<file path="src/rtl/serial_subtractor_pkg.sv">
// serial_subtractor_pkg: shared state encodings and default width for the digit-serial subtractor
package serial_subtractor_pkg;

    typedef enum logic [1:0] {
        IDLE = 2'b00,
        RUN  = 2'b01,
        DONE = 2'b10
    } state_t;

    localparam int DEF_WIDTH = 8;

endpackage

</file>
<file path="src/rtl/serial_subtractor_stage.sv">
// serial_subtractor_stage: full adder and the two-bit ripple stage built from two of them
module full_adder (
    input  logic a,
    input  logic b,
    input  logic ci,
    output logic s,
    output logic co
);
    assign s  = a ^ b ^ ci;
    assign co = (a & b) | (ci & (a ^ b));
endmodule

module two_bit_sub_stage (
    input  logic [1:0] a,
    input  logic [1:0] b,
    input  logic       cin,
    output logic [1:0] d,
    output logic       cout
);
    logic c_mid;

    full_adder u_fa0 (.a(a[0]), .b(b[0]), .ci(cin),   .s(d[0]), .co(c_mid));
    full_adder u_fa1 (.a(a[1]), .b(b[1]), .ci(c_mid), .s(d[1]), .co(cout));
endmodule

</file>
<file path="src/rtl/serial_subtractor.sv">
// serial_subtractor: computes x - y two bits per clock as x + ~y + 1 through an iterated two-bit stage
module serial_subtractor
    import serial_subtractor_pkg::*;
#(
    parameter int WIDTH = DEF_WIDTH
) (
    input  logic             clk,
    input  logic             rst,
    input  logic             start,
    input  logic [WIDTH-1:0] x,
    input  logic [WIDTH-1:0] y,
    output logic             busy,
    output logic             done,
    output logic [WIDTH-1:0] diff,
    output logic             borrow,
    output logic             overflow
);
    localparam int N  = WIDTH / 2;
    localparam int CW = (N > 1) ? $clog2(N) : 1;

    if (WIDTH < 2 || (WIDTH % 2) != 0) begin : g_bad_width
        $error("serial_subtractor: WIDTH must be even and >= 2");
    end

    state_t           state_q, state_d;
    logic [CW-1:0]    cnt_q, cnt_d;
    logic [WIDTH-1:0] a_q, a_d, b_q, b_d, diff_q, diff_d;
    logic             carry_q, carry_d, xs_q, xs_d, ys_q, ys_d;
    logic             borrow_q, borrow_d, ovf_q, ovf_d;
    logic [1:0]       d;
    logic             cout;

    two_bit_sub_stage u_stage (
        .a   (a_q[1:0]),
        .b   (b_q[1:0]),
        .cin (carry_q),
        .d   (d),
        .cout(cout)
    );

    always_comb begin
        state_d  = state_q;
        cnt_d    = cnt_q;
        a_d      = a_q;
        b_d      = b_q;
        carry_d  = carry_q;
        xs_d     = xs_q;
        ys_d     = ys_q;
        diff_d   = diff_q;
        borrow_d = borrow_q;
        ovf_d    = ovf_q;
        case (state_q)
            RUN: begin
                diff_d  = WIDTH'({d, diff_q} >> 2);
                a_d     = a_q >> 2;
                b_d     = b_q >> 2;
                carry_d = cout;
                cnt_d   = cnt_q + CW'(1);
                if (cnt_q == CW'(N - 1)) begin
                    state_d  = DONE;
                    cnt_d    = '0;
                    borrow_d = ~cout;
                    // d[1] becomes the result sign bit on this edge
                    ovf_d    = (xs_q != ys_q) && (d[1] != xs_q);
                end
            end
            DONE:    state_d = IDLE;
            default: state_d = IDLE;
        endcase
        // Accept from IDLE or DONE; diff is left to be overwritten by the shift
        if (start && state_q != RUN) begin
            state_d  = RUN;
            a_d      = x;
            b_d      = ~y;
            carry_d  = 1'b1;
            cnt_d    = '0;
            xs_d     = x[WIDTH-1];
            ys_d     = y[WIDTH-1];
            borrow_d = 1'b0;
            ovf_d    = 1'b0;
        end
    end

    always_ff @(posedge clk or posedge rst) begin
        if (rst) begin
            state_q  <= IDLE;
            cnt_q    <= '0;
            a_q      <= '0;
            b_q      <= '0;
            carry_q  <= 1'b0;
            xs_q     <= 1'b0;
            ys_q     <= 1'b0;
            diff_q   <= '0;
            borrow_q <= 1'b0;
            ovf_q    <= 1'b0;
        end else begin
            state_q  <= state_d;
            cnt_q    <= cnt_d;
            a_q      <= a_d;
            b_q      <= b_d;
            carry_q  <= carry_d;
            xs_q     <= xs_d;
            ys_q     <= ys_d;
            diff_q   <= diff_d;
            borrow_q <= borrow_d;
            ovf_q    <= ovf_d;
        end
    end

    assign busy     = state_q == RUN;
    assign done     = state_q == DONE;
    assign diff     = diff_q;
    assign borrow   = borrow_q;
    assign overflow = ovf_q;

endmodule

</file>
<file path="config.mk">
export PLATFORM = sky130hd
export DESIGN_NAME = serial_subtractor
export DESIGN_NICKNAME = d
export VERILOG_FILES = /design/src/rtl/serial_subtractor_pkg.sv /design/src/rtl/serial_subtractor_stage.sv /design/src/rtl/serial_subtractor.sv
export SDC_FILE = /design/constraint.sdc
export NUM_CORES = 1
export LEC_CHECK = 0
export ABC_AREA = 1
export BUFFER_PORTS_ARGS = -buffer_cell sky130_fd_sc_hd__buf_2
export CAP_MARGIN = 20
export CORE_ASPECT_RATIO = 0.75
export CORE_UTILIZATION = 30
export DETAILED_ROUTE_END_ITERATION = 8
export PLACE_DENSITY_LB_ADDON = 0.05
export SETUP_SLACK_MARGIN = 0.02
export SYNTH_ARGS = -nofsm -noshare
export SYNTH_HDL_FRONTEND = slang
export SYNTH_SLANG_ARGS = --single-unit
</file>
<file path="constraint.sdc">
create_clock -name clk -period 2.3 [get_ports clk]
set_input_delay 0.46 -clock clk [delete_from_list [all_inputs] [get_ports clk]]
set_output_delay 0.46 -clock clk [all_outputs]
set_load 0.01 [all_outputs]
</file>
=== Yosys cells after proc, flatten, opt, wreduce, memory -nomap -nowiden ===
Cells that the tools add are included.

* Muxes and demuxes: 18
* Reduce and logical (&&, ||, !) cells: 5
* Bitwise logic cells: 12
* Equal/unequal tests: 7
* Add/sub/neg operators: 1

{| class="wikitable"
|+ Operators with widths
! kind !! number
|-
| 8-bit 2-to-1 mux || 4
|-
| 2-bit 2-to-1 mux || 6
|-
| 1-bit 2-to-1 mux || 8
|-
| 8-bit NOT || 1
|-
| 1-bit bitwise AND || 4
|-
| 2-bit == test, second input constant || 2
|-
| 2-bit nonzero test || 2
|-
| 1-bit bitwise XOR || 4
|-
| 3-bit by 1-bit != test with 1-bit output, second input constant || 1
|-
| 2-bit by 1-bit adder with 2-bit output, second input constant || 1
|-
| 2-bit by 1-bit == test with 1-bit output, second input constant || 1
|-
| 1-bit logical AND || 2
|-
| 1-bit != test || 2
|-
| 2-bit by 1-bit != test with 1-bit output, second input constant || 1
|-
| 1-bit bitwise OR || 2
|-
| 2-bit AND reduction || 1
|-
| 1-bit NOT || 1
|}

* Logic and storage cells: 53
* Register bits: 33

=== Longest topological paths before layout ===
Gate-level depths: netlist (run 1).

* Depth after elaboration: 9
* Gate-level depth with buffers: 7
* Gate-level depth less buffers: 7

=== Hierarchy ===
A second synthesis (run 1) with hierarchy kept.

* Cells, all modules: 171
* Area total of the unflattened synthesis: 1514.0 µm²

{| class="wikitable"
|+ Modules (own cells, without submodules)
! module !! cells an instance !! seq. area each (µm²) !! times used !! area an instance (µm²)
|-
| serial_subtractor || 169 || 825.8 || 1 || 1473.9
|-
| full_adder || 1 || 0.0 || 2 || 20.0
|}

=== Least setup slack after synthesis (run 1) ===
OpenSTA, ideal clock, no wires.

* Path kind: reg2reg
* Start point: register carry_q
* End point: register ovf_q, in the netlist overflow
* Arrival: 1458 ps
* Data required time: 2183 ps
* Path slack: 725 ps
* Stages on the path, launching flop included: 7
* Library setup time: 117 ps
* Path through: dfrtp_1 -> inv_1 -> fa_1 -> fa_1 -> nand2_1 -> nand3_1 -> nand2_1

* Word-level cells in the longest chain between the ends: 8

{| class="wikitable"
|+ RTL lines
! element !! RTL line !! RTL
|-
| start, declared || serial_subtractor.sv:28 || <nowiki>logic carry_q, carry_d, xs_q, xs_d, ys_q, ys_d;</nowiki>
|-
| start signal, assigned || serial_subtractor.sv:101 || <nowiki>carry_q <= carry_d;</nowiki>
|-
| 1-bit bitwise AND || serial_subtractor_stage.sv:10 || <nowiki>assign co = (a & b) | (ci & (a ^ b));</nowiki>
|-
| 1-bit bitwise OR || serial_subtractor_stage.sv:10 ||
|-
| 1-bit bitwise XOR || serial_subtractor_stage.sv:9 || <nowiki>assign s = a ^ b ^ ci;</nowiki>
|-
| 1-bit != test || serial_subtractor.sv:64 || <nowiki>ovf_d = (xs_q != ys_q) && (d[1] != xs_q);</nowiki>
|-
| 1-bit logical AND || serial_subtractor.sv:64 ||
|-
| 1-bit 2-to-1 mux || serial_subtractor.sv:59 || <nowiki>if (cnt_q == CW'(N - 1)) begin</nowiki>
|-
| 1-bit 2-to-1 mux || serial_subtractor.sv:52 || <nowiki>case (state_q)</nowiki>
|-
| 1-bit 2-to-1 mux || serial_subtractor.sv:71 || <nowiki>if (start && state_q != RUN) begin</nowiki>
|-
| end signal, assigned || serial_subtractor.sv:106 || <nowiki>ovf_q <= ovf_d;</nowiki>
|-
| end, declared || serial_subtractor.sv:29 || <nowiki>logic borrow_q, borrow_d, ovf_q, ovf_d;</nowiki>
|}

Every way passes these cells. The select of a mux whose other input is x is not followed.
A chain may end at the register's enable or synchronous reset.

=== Final worst setup path (run 1) ===
* Start point: register state_q[0]
* End point: output port busy

* Word-level cells in the longest chain between the ends: 1

{| class="wikitable"
|+ RTL lines
! element !! RTL line !! RTL
|-
| start, declared || serial_subtractor.sv:25 || <nowiki>state_t state_q, state_d;</nowiki>
|-
| start signal, assigned || serial_subtractor.sv:97 || <nowiki>state_q <= state_d;</nowiki>
|-
| 2-bit by 1-bit == test with 1-bit output || serial_subtractor.sv:110 || <nowiki>assign busy = state_q == RUN;</nowiki>
|-
| end, declared || serial_subtractor.sv:12 || <nowiki>output logic busy,</nowiki>
|}

Every way passes these cells.

==> results of run 1 <==
[flip-flops by register name, summed over array words and instances, names as in the netlist]
| signal | flops |
|---|---|
| a_q | 8 |
| b_q | 8 |
| diff | 8 |
| cnt_q | 2 |
| state_q | 2 |
| borrow | 1 |
| carry_q | 1 |
| overflow | 1 |
| xs_q | 1 |
| ys_q | 1 |
[cell usage after synthesis]
cell / count
nand2_1: 61
dfrtp_1: 33
nand3_1: 32
inv_1: 14
nand3b_1: 6
buf_6: 5
inv_2: 4
nand3_2: 4
nor2_1: 3
buf_4: 2
fa_1: 2
nand2_4: 2
o21ai_1: 2
ha_1: 1
nor2_2: 1
nor2_4: 1
o21ai_0: 1
[critical path, delay by kind of cell, from the launching register on]
kind,cells,cell delay [ns]
AND/OR/NAND/NOR,1,0.32
flip-flops,1,0.43
buffers and inverters,2,0.27
[per-layer routing]
layer,share of wire,GRT usage,vias to the layer above,wire length [microns]
li1,-,-,609,-
met1,0.51,0.1831,564,1661
met2,0.44,0.1956,22,1439
met3,0.049,0.04264,2,162
met4,0.0058,0.04449,0,19
met5,0,0,-,0
[cell families after synthesis]
group | count (synthesis)
flops | 33
buf+inv | 25
simple gates | 110
fa+ha+maj | 3
compound gates | 3
[cells in the final DEF, fill, tap and decap left out]
cell,synthesis,routed
nand2_1,61,61
dfrtp_1,33,33
nand3_1,32,32
buf_2,0,30
inv_1,14,14
nand3b_1,6,6
clkbuf_8,0,5
inv_2,4,4
nand3_2,4,4
nor2_1,3,3
nand2_4,2,2
o21ai_1,2,2
fa_1,2,2
buf_4,2,2
nor2_4,1,1
nor2_2,1,1
o21ai_0,1,1
ha_1,1,1
clkinv_2,0,1
[layout make-up]
cell class | instances | area (sq um)
Clock buffer | 5 | 68.82
Clock inverter | 1 | 5.005
Fill cell | 531 | 3154
Inverter | 18 | 67.56
Multi-Input combinational cell | 116 | 593.1
Sequential cell | 33 | 825.8
Tap cell | 60 | 75.07
Timing Repair Buffer | 32 | 165.2
[worst max-delay path by stage]
stage,startpoint,to,slack (ns),depth (start not counted)
after floorplan,carry_q$_DFFE_PP0P_,overflow$_DFFE_PP0P_,0.73,6
after global placement,carry_q$_DFFE_PP0P_,overflow$_DFFE_PP0P_,0.69,6
after detailed placement,carry_q$_DFFE_PP0P_,overflow$_DFFE_PP0P_,0.64,6
after CTS,state_q[0]$_DFFE_PP0P_,busy,0.49,3
after global routing,state_q[0]$_DFFE_PP0P_,busy,0.42,3
final,state_q[0]$_DFFE_PP0P_,busy,0.53,3
[per-stage QoR]
step	hold slack (ns)	total power, mW
floorplan	0.4459	1.739
global placement	0.4569	1.936
detailed placement	0.4638	1.966
CTS	0.2772	2.368
global route	0.3154	2.552
finish	0.2633	2.325
[report_power, final]
part | switching [mW] | internal (mW)
Combinational | 0.608 | 0.351
Sequential | 0.150 | 0.824
Clock | 0.193 | 0.199
Total | 0.951 | 1.37
==> results.toml, run 1 <==
[clocking]
cts.sinks = 33
cts_made_buffers = 5
cts_setup_buffers = 0
root_buffer = "clkbuf_8"
path_clk_slew_ns = 0.06
clock_path_buffers = 2
htreeDepth = 2
ctsResizeCount = 0
postCtsHoldBufs = 0
clock_latency_ns = 0.28
cts_tree = "done"

[floorplanning]
die_area_sq_um = 5488
die_height_microns = 64.41
initial_core_util = 0.3144
die_w_microns = 85.21
core_sq_um = 4955
fp-row-count = 22
boundaryPins = 31

[drt]
via_per_inst = 4.517
vias = 1197
drt_first_pass_iters = 4
wl_microns = 3282
drt_iter0_drc = 82
drcViolationCount = 0
wl_per_cell_microns = 12.38
ant_nets = 0

[critical_path]
rr_worst_depth = 7
worstReg2RegEnd = "overflow$_DFFE_PP0P_"
required_ns = 1.84
cp_data_arrival_time_ns = 1.31
end_kind = "output pin"
r2r_start = "carry_q$_DFFE_PP0P_"
worst-setup-path-type = "flip-flop to output pin"
critPathLaunchType = "flip-flop"
r2r_slack_ns = 0.65
crit_slowest_cell = "dfrtp_1"
critical_path.max_stage_delay_ns = 0.43
crit_fanout = 16
crit_chain = "inv_2, nor2_4, buf_2"

[timing]
tns_ns = 0
skew_ns = 0.004730
fmax_mhz = 564.1
finalHoldViolations = 0
rsz0062_at_grt = "no"
worst_slack_ns = 0.5274
maxSlewViolCount = 0
relSlewSlack = 0.7122
finalCritPeriodShare = 0.7707
worstMarginPinSlew_ns = 0.4317
setup_viol = 0
fin_crit_ns = 1.773

[final_layout]
fin_util = 0.3634
syn2layout_area_growth_pct = 15.58
finalNonFillerCells = 265
diodes = 0
drive_gt1_frac = 0.2439
fin_area_sq_um = 1800
final_nets = 228

[synth]
seq_area_frac_synth = 0.5301
muxShareOfSynthArea = 0
synth_top_area_cell = "dfrtp_1"
synth_seq_cells = 33
synthSimpleGateAreaFrac = 0.3373
synth_compound_gate_area_share = 0.009639
synth_xor_area_frac = 0
synth_top_cell_area_share = 0.5301
synthAdderAreaFrac = 0.03373
syn-num-nets = 196
synth_area_leaders = "dfrtp_1, nand2_1, nand3_1"
syn_area_sq_um = 1558
yosysWarningCount = 0
syn_inst = 174
syn_area_per_cell_sq_um = 8.953
synth_cell_type_count = 17
synth_top_family_by_area = "simple AND/OR/NAND/NOR gates"

[placed_design]
gp_congestion = 0.6840
post_dp_cell_area_sq_um = 1727
portBuffers = 30
dp_slack_ns = 0.6411
dp_hpwl_microns = 2244
dp_cells = 259

[pwr]
ir_drop_uv = 436.2
p_per_area_nw_per_um2 = 1291
leakage_nw = 0.9865

[global_route]
grt_pass1_wl_microns = 5533
grt_util_all_layers = 0.1327
grt_pass1_vias = 1156
antenna_found_initial = 0
grt_overflow_total = 0
grt_max_degree = 38

[job]
max_cap_violations = 0

[status]
status = "finished, final reports clean"

[worst_hold_path]
hold_class = "primary input to async pin"
(Power assumes the default switching activity.)
==> run 2, diff against run 1 <==
==> constraint.sdc (replaced) <==
create_clock -name clk -period 1.4 [get_ports clk]
set_input_delay 0.28 -clock clk [delete_from_list [all_inputs] [get_ports clk]]
set_output_delay 0.28 -clock clk [all_outputs]
set_load 0.01 [all_outputs]
==> run 2 against run 1 <==
Effect of this change:
- the flow now finishes with violations (negative setup slack)
- non-clock buffer count grew 11
- final area grew 6.8%
- core utilization grew 2.5 points
- via count grew 6.3%
- sequential share of layout area shrank 2.9 points
- largest cell class unchanged
==> results.toml, run 2 (synthesized netlist as in run 1, its figures left out) <==
[status]
status = "complete, but fails checks"
violations = "negative setup slack"

[timing]
skew_ns = 0.003569
tns_ns = -0.3425
finalCritPeriodShare = 1.136
worstMarginPinSlew_ns = 0.4307
finalHoldViolations = 0
setup_viol = 2
worst_slack_ns = -0.1898
maxSlewViolCount = 0
relSlewSlack = 0.7129
rsz0062_at_grt = "yes"
fin_crit_ns = 1.590
fmax_mhz = 629.0

[floorplanning]
die_height_microns = 64.41
die_w_microns = 85.21
die_area_sq_um = 5488
boundaryPins = 31
fp-row-count = 22
initial_core_util = 0.3144
core_sq_um = 4955

[final_layout]
fin_area_sq_um = 1923
fillers = 524
diodes = 0
final_nets = 239
layout_commonest_cell = "nand2_1"
mostFrequentLayoutCells = "nand2_1, dfrtp_1, nand3_1"
syn2layout_area_growth_pct = 23.45
drive_gt1_frac = 0.2890

[placed_design]
gp_congestion = 0.7079
dp_hpwl_microns = 2410
portBuffers = 30
post_dp_cell_area_sq_um = 1792

[critical_path]
end_kind = "flip-flop"
critPathLaunchType = "flip-flop"
worstReg2RegEnd = "overflow$_DFFE_PP0P_"
critPathBufInv = 2
r2r_slack_ns = -0.19
crit_fanout = 3
cp_data_arrival_time_ns = 1.76
crit_top_cell = "nand2_1"
required_ns = 1.57
rr_worst_depth = 7
worst-setup-path-type = "flip-flop to flip-flop"
crit_slowest_cell = "fa_1"
critical_path.max_stage_delay_ns = 0.48
crit_family = "adder cells"
crit_chain = "inv_2, fa_2, fa_1, inv_1, nand2_1, nand3_1, nand2_1"
r2r_start = "carry_q$_DFFE_PP0P_"

[clocking]
cts_tree = "done"
cts.sinks = 33
clock_latency_ns = 0.28
root_buffer = "clkbuf_8"
cts_made_buffers = 5
htreeDepth = 2
path_clk_slew_ns = 0.06
postCtsHoldBufs = 0
clock_path_buffers = 2

[pwr]
p_per_area_nw_per_um2 = 2205
ir_drop_uv = 605.2
leakage_nw = 1.050

[drt]
via_per_inst = 4.576
wl_microns = 3326
drt_iter0_drc = 72
ant_nets = 0
wl_per_cell_microns = 11.96
drt_first_pass_iters = 4
drcViolationCount = 0
vias = 1272

[global_route]
grt_overflow_total = 0
grt_pass1_vias = 1165
antenna_found_initial = 0
grt_pass1_wl_microns = 5526
grt_util_all_layers = 0.1351
grt_max_degree = 34

[job]
max_cap_violations = 0

[worst_hold_path]
hold_class = "primary input to async pin"
run 2: area by class of cell:
class | count | area, sq um | share of cell area
Tap cell | 60 | 75.07 | 0.03904
Timing Repair Buffer | 43 | 279.0 | 0.1451
Sequential cell | 33 | 825.8 | 0.4294
Multi-Input combinational cell | 116 | 595.6 | 0.3097
Inverter | 18 | 67.56 | 0.03513
Clock buffer | 8 | 80.08 | 0.04164
run 2: power breakdown:
group	total (mW)	leakage (nW)	switching (mW)	internal (mW)
Clock	0.676	0.0395	0.323	0.353
Combinational	1.97	0.587	1.08	0.890
Sequential	1.59	0.424	0.241	1.35
run 2: worst min-delay path, cell delays in order:
cell and delay (ns):
buf_2 0.09, inv_1 0.04, buf_4 0.37
run 2: metal layers:
layer / GRT usage / part of all wire / up-vias
met1: 0.1927 / 0.51 / 606
li1: - / - / 634
met3: 0.04264 / 0.048 / 4
met2: 0.1925 / 0.43 / 28
met4: 0.04449 / 0.0096 / 0
met5: 0 / 0 / -
run 2: what timing repair did:
item                                    4_1_cts  5_1_grt
pin swaps                                     2        1
endpoints found under the setup margin        5        5
resized for setup                             0        2
buffers inserted                              4        2
cloned                                        0        0
run 2: worst max-delay path by stage:
stage | startpoint | to | slack, ns | cells after the start
finish | carry_q$_DFFE_PP0P_ | overflow$_DFFE_PP0P_ | -0.19 | 7
global route | a_q[0]$_DFFE_PP0P_ | overflow$_DFFE_PP0P_ | -0.28 | 7
CTS | carry_q$_DFFE_PP0P_ | overflow$_DFFE_PP0P_ | -0.21 | 7
detailed placement | a_q[0]$_DFFE_PP0P_ | overflow$_DFFE_PP0P_ | -0.24 | 7
global placement | carry_q$_DFFE_PP0P_ | overflow$_DFFE_PP0P_ | -0.19 | 7
floorplan | carry_q$_DFFE_PP0P_ | overflow$_DFFE_PP0P_ | -0.16 | 6
run 2: per-stage QoR:
step | cells | setup slack (ns) | power (mW) | utilization | hold slack (ns)
global placement | 264 | -0.1902 | 3.417 | 0.3616 | 0.3953
CTS | 276 | -0.2064 | 4.253 | 0.3838 | 0.09717
detailed placement | 264 | -0.2397 | 3.471 | 0.3616 | 0.3980
finish | 278 | -0.1898 | 4.240 | 0.3881 | 0.08483
global route | 278 | -0.2828 | 4.654 | 0.3881 | 0.1255
floorplan | 174 | -0.1556 | 2.867 | - | 0.3896
==> run 3, diff against run 2 <==
--- a/config.mk
+++ b/config.mk
@@ -9,10 +9,11 @@
 export BUFFER_PORTS_ARGS = -buffer_cell sky130_fd_sc_hd__buf_2
 export CAP_MARGIN = 20
 export CORE_ASPECT_RATIO = 0.75
-export CORE_UTILIZATION = 30
+export CORE_UTILIZATION = 48
 export DETAILED_ROUTE_END_ITERATION = 8
 export PLACE_DENSITY_LB_ADDON = 0.05
 export SETUP_SLACK_MARGIN = 0.02
+export SKIP_LAST_GASP = 1
 export SYNTH_ARGS = -nofsm -noshare
 export SYNTH_HDL_FRONTEND = slang
 export SYNTH_SLANG_ARGS = --single-unit
==> run 3 against run 2 <==
Effect of this change:
- the run still ends with negative setup slack left
- highest routed layer unchanged
- worst setup slack worse by 0.0061 ns
- cell count is 9.4% lower
- flip-flop and latch count stayed put
- critical path depth stayed put
==> results.toml, run 3 (synthesized netlist as in run 1, its figures left out) <==
[pwr]
power_mw = 3.976
p_per_area_nw_per_um2 = 2168
ir_drop_uv = 1246
leakage_nw = 1.019

[global_route]
grt_overflow_total = 0
grt_pass1_vias = 1165
met2_usage = 0.3119
grt_use_met1 = 0.2913
antenna_found_initial = 0
grtUsageMet3 = 0.06696
grt_max_degree = 34
grt_pass1_wl_microns = 5271
top_usage_layer = "met2"
grt_util_all_layers = 0.2170

[final_layout]
fin_util = 0.6073
diodes = 0
final_nets = 235
syn2layout_area_growth_pct = 17.75
fillers = 272
layout_commonest_cell = "nand2_1"
fin_area_sq_um = 1834
mostFrequentLayoutCells = "nand2_1, dfrtp_1, nand3_1"
drive_gt1_frac = 0.2757
finalNonFillerCells = 252

[timing]
tns_ns = -0.2974
worst_slack_ns = -0.1959
setup_viol = 3
finalCritPeriodShare = 1.140
fmax_mhz = 626.6
finalHoldViolations = 0
maxSlewViolCount = 0
hold_ws_ns = 0.07873
relSlewSlack = 0.7242
rsz0062_at_grt = "yes"
fin_crit_ns = 1.596
worstMarginPinSlew_ns = 0.4137
skew_ns = 0.002526

[placed_design]
portBuffers = 30
dp_slack_ns = -0.2239
post_dp_cell_area_sq_um = 1747
dp_hpwl_microns = 2166
dp_cells = 243
gp_congestion = 0.7374

[drt]
via_per_inst = 4.937
drcViolationCount = 0
drt_iter0_drc = 62
wl_per_cell_microns = 12.24
drt_first_pass_iters = 4
ant_nets = 0
wl_microns = 3084
vias = 1244

[critical_path]
critPathBufInv = 2
crit_slowest_cell = "fa_1"
rr_worst_depth = 7
required_ns = 1.57
worst-setup-path-type = "flip-flop to flip-flop"
end_kind = "flip-flop"
crit_family = "adder cells"
path_depth = 7
crit_chain = "inv_2, fa_2, fa_1, inv_1, nand2_1, nand3_1, nand2_1"
critPathLaunchType = "flip-flop"
crit_fanout = 3
crit_top_cell = "nand2_1"
critical_path.max_stage_delay_ns = 0.48
cp_data_arrival_time_ns = 1.77

[status]
status = "complete, but fails checks"
violations = "negative setup slack"

[floorplanning]
die_height_microns = 51.34
boundaryPins = 31
die_w_microns = 67.78
core_sq_um = 3020
die_area_sq_um = 3479
initial_core_util = 0.5157
fp-row-count = 17

[clocking]
postCtsHoldBufs = 0
cts_tree = "done"
cts_made_buffers = 5
cts.sinks = 33
root_buffer = "clkbuf_8"
clock_latency_ns = 0.28
path_clk_slew_ns = 0.06
htreeDepth = 2
clock_path_buffers = 2

[job]
max_cap_violations = 0

[worst_hold_path]
hold_class = "primary input to async pin"
## run 3: cell count changes in the layout (fill, tap and decap cells not counted), sizes merged
cell	previous run	this run
buf	43	39
## run 3: layout make-up
| cell class | instances | area [sq um] | area share |
|---|---|---|---|
| multi-input combinational | 116 | 595.6 | 0.3247 |
| tap | 38 | 47.55 | 0.02592 |
| timing repair buffer | 39 | 217.7 | 0.1187 |
| sequential | 33 | 825.8 | 0.4502 |
| inverter | 18 | 67.56 | 0.03683 |
| clock buffer | 8 | 80.08 | 0.04366 |
## run 3: worst paths after layout
path	start	endpoint	slack, ns
worst max-delay path	carry_q$_DFFE_PP0P_	overflow$_DFFE_PP0P_	-0.20
worst min-delay path	rst	cnt_q[1]$_DFFE_PP0P_	0.08
worst max register to register	carry_q$_DFFE_PP0P_	overflow$_DFFE_PP0P_	-0.20
worst min register to register	diff[0]$_DFFE_PP0P_	diff[0]$_DFFE_PP0P_	0.48
max in group asynchronous	rst	b_q[7]$_DFFE_PP0P_	1.03
min in group clk	x[6]	a_q[6]$_DFFE_PP0P_	0.19
## run 3: tightest hold or removal path: cells and delay by family
family / cells / cell delay [ns]
buffers and inverters: 3 / 0.50
## run 3: repair_timing
| item | 4_1_cts | 5_1_grt |
|---|---|---|
| setup buffers | 1 | 0 |
| gates resized for setup | 0 | 1 |
| pin swaps | 2 | 0 |
| setup endpoints to repair | 5 | 4 |
## run 3: per-layer routing
layer  share of wire  vias to the layer above
li1                -                      622
met1            0.50                      588
met2            0.43                       29
met3           0.055                        5
met4           0.018                        0
met5               0                        -
## run 3: report_power, final
part           switching, mW  leakage (nW)  internal, mW  total (mW)
registers              0.253         0.424          1.35        1.61
clock network          0.316        0.0395         0.353       0.668
logic                   1.01         0.555         0.690        1.70
total                   1.58          1.02          2.40        3.98
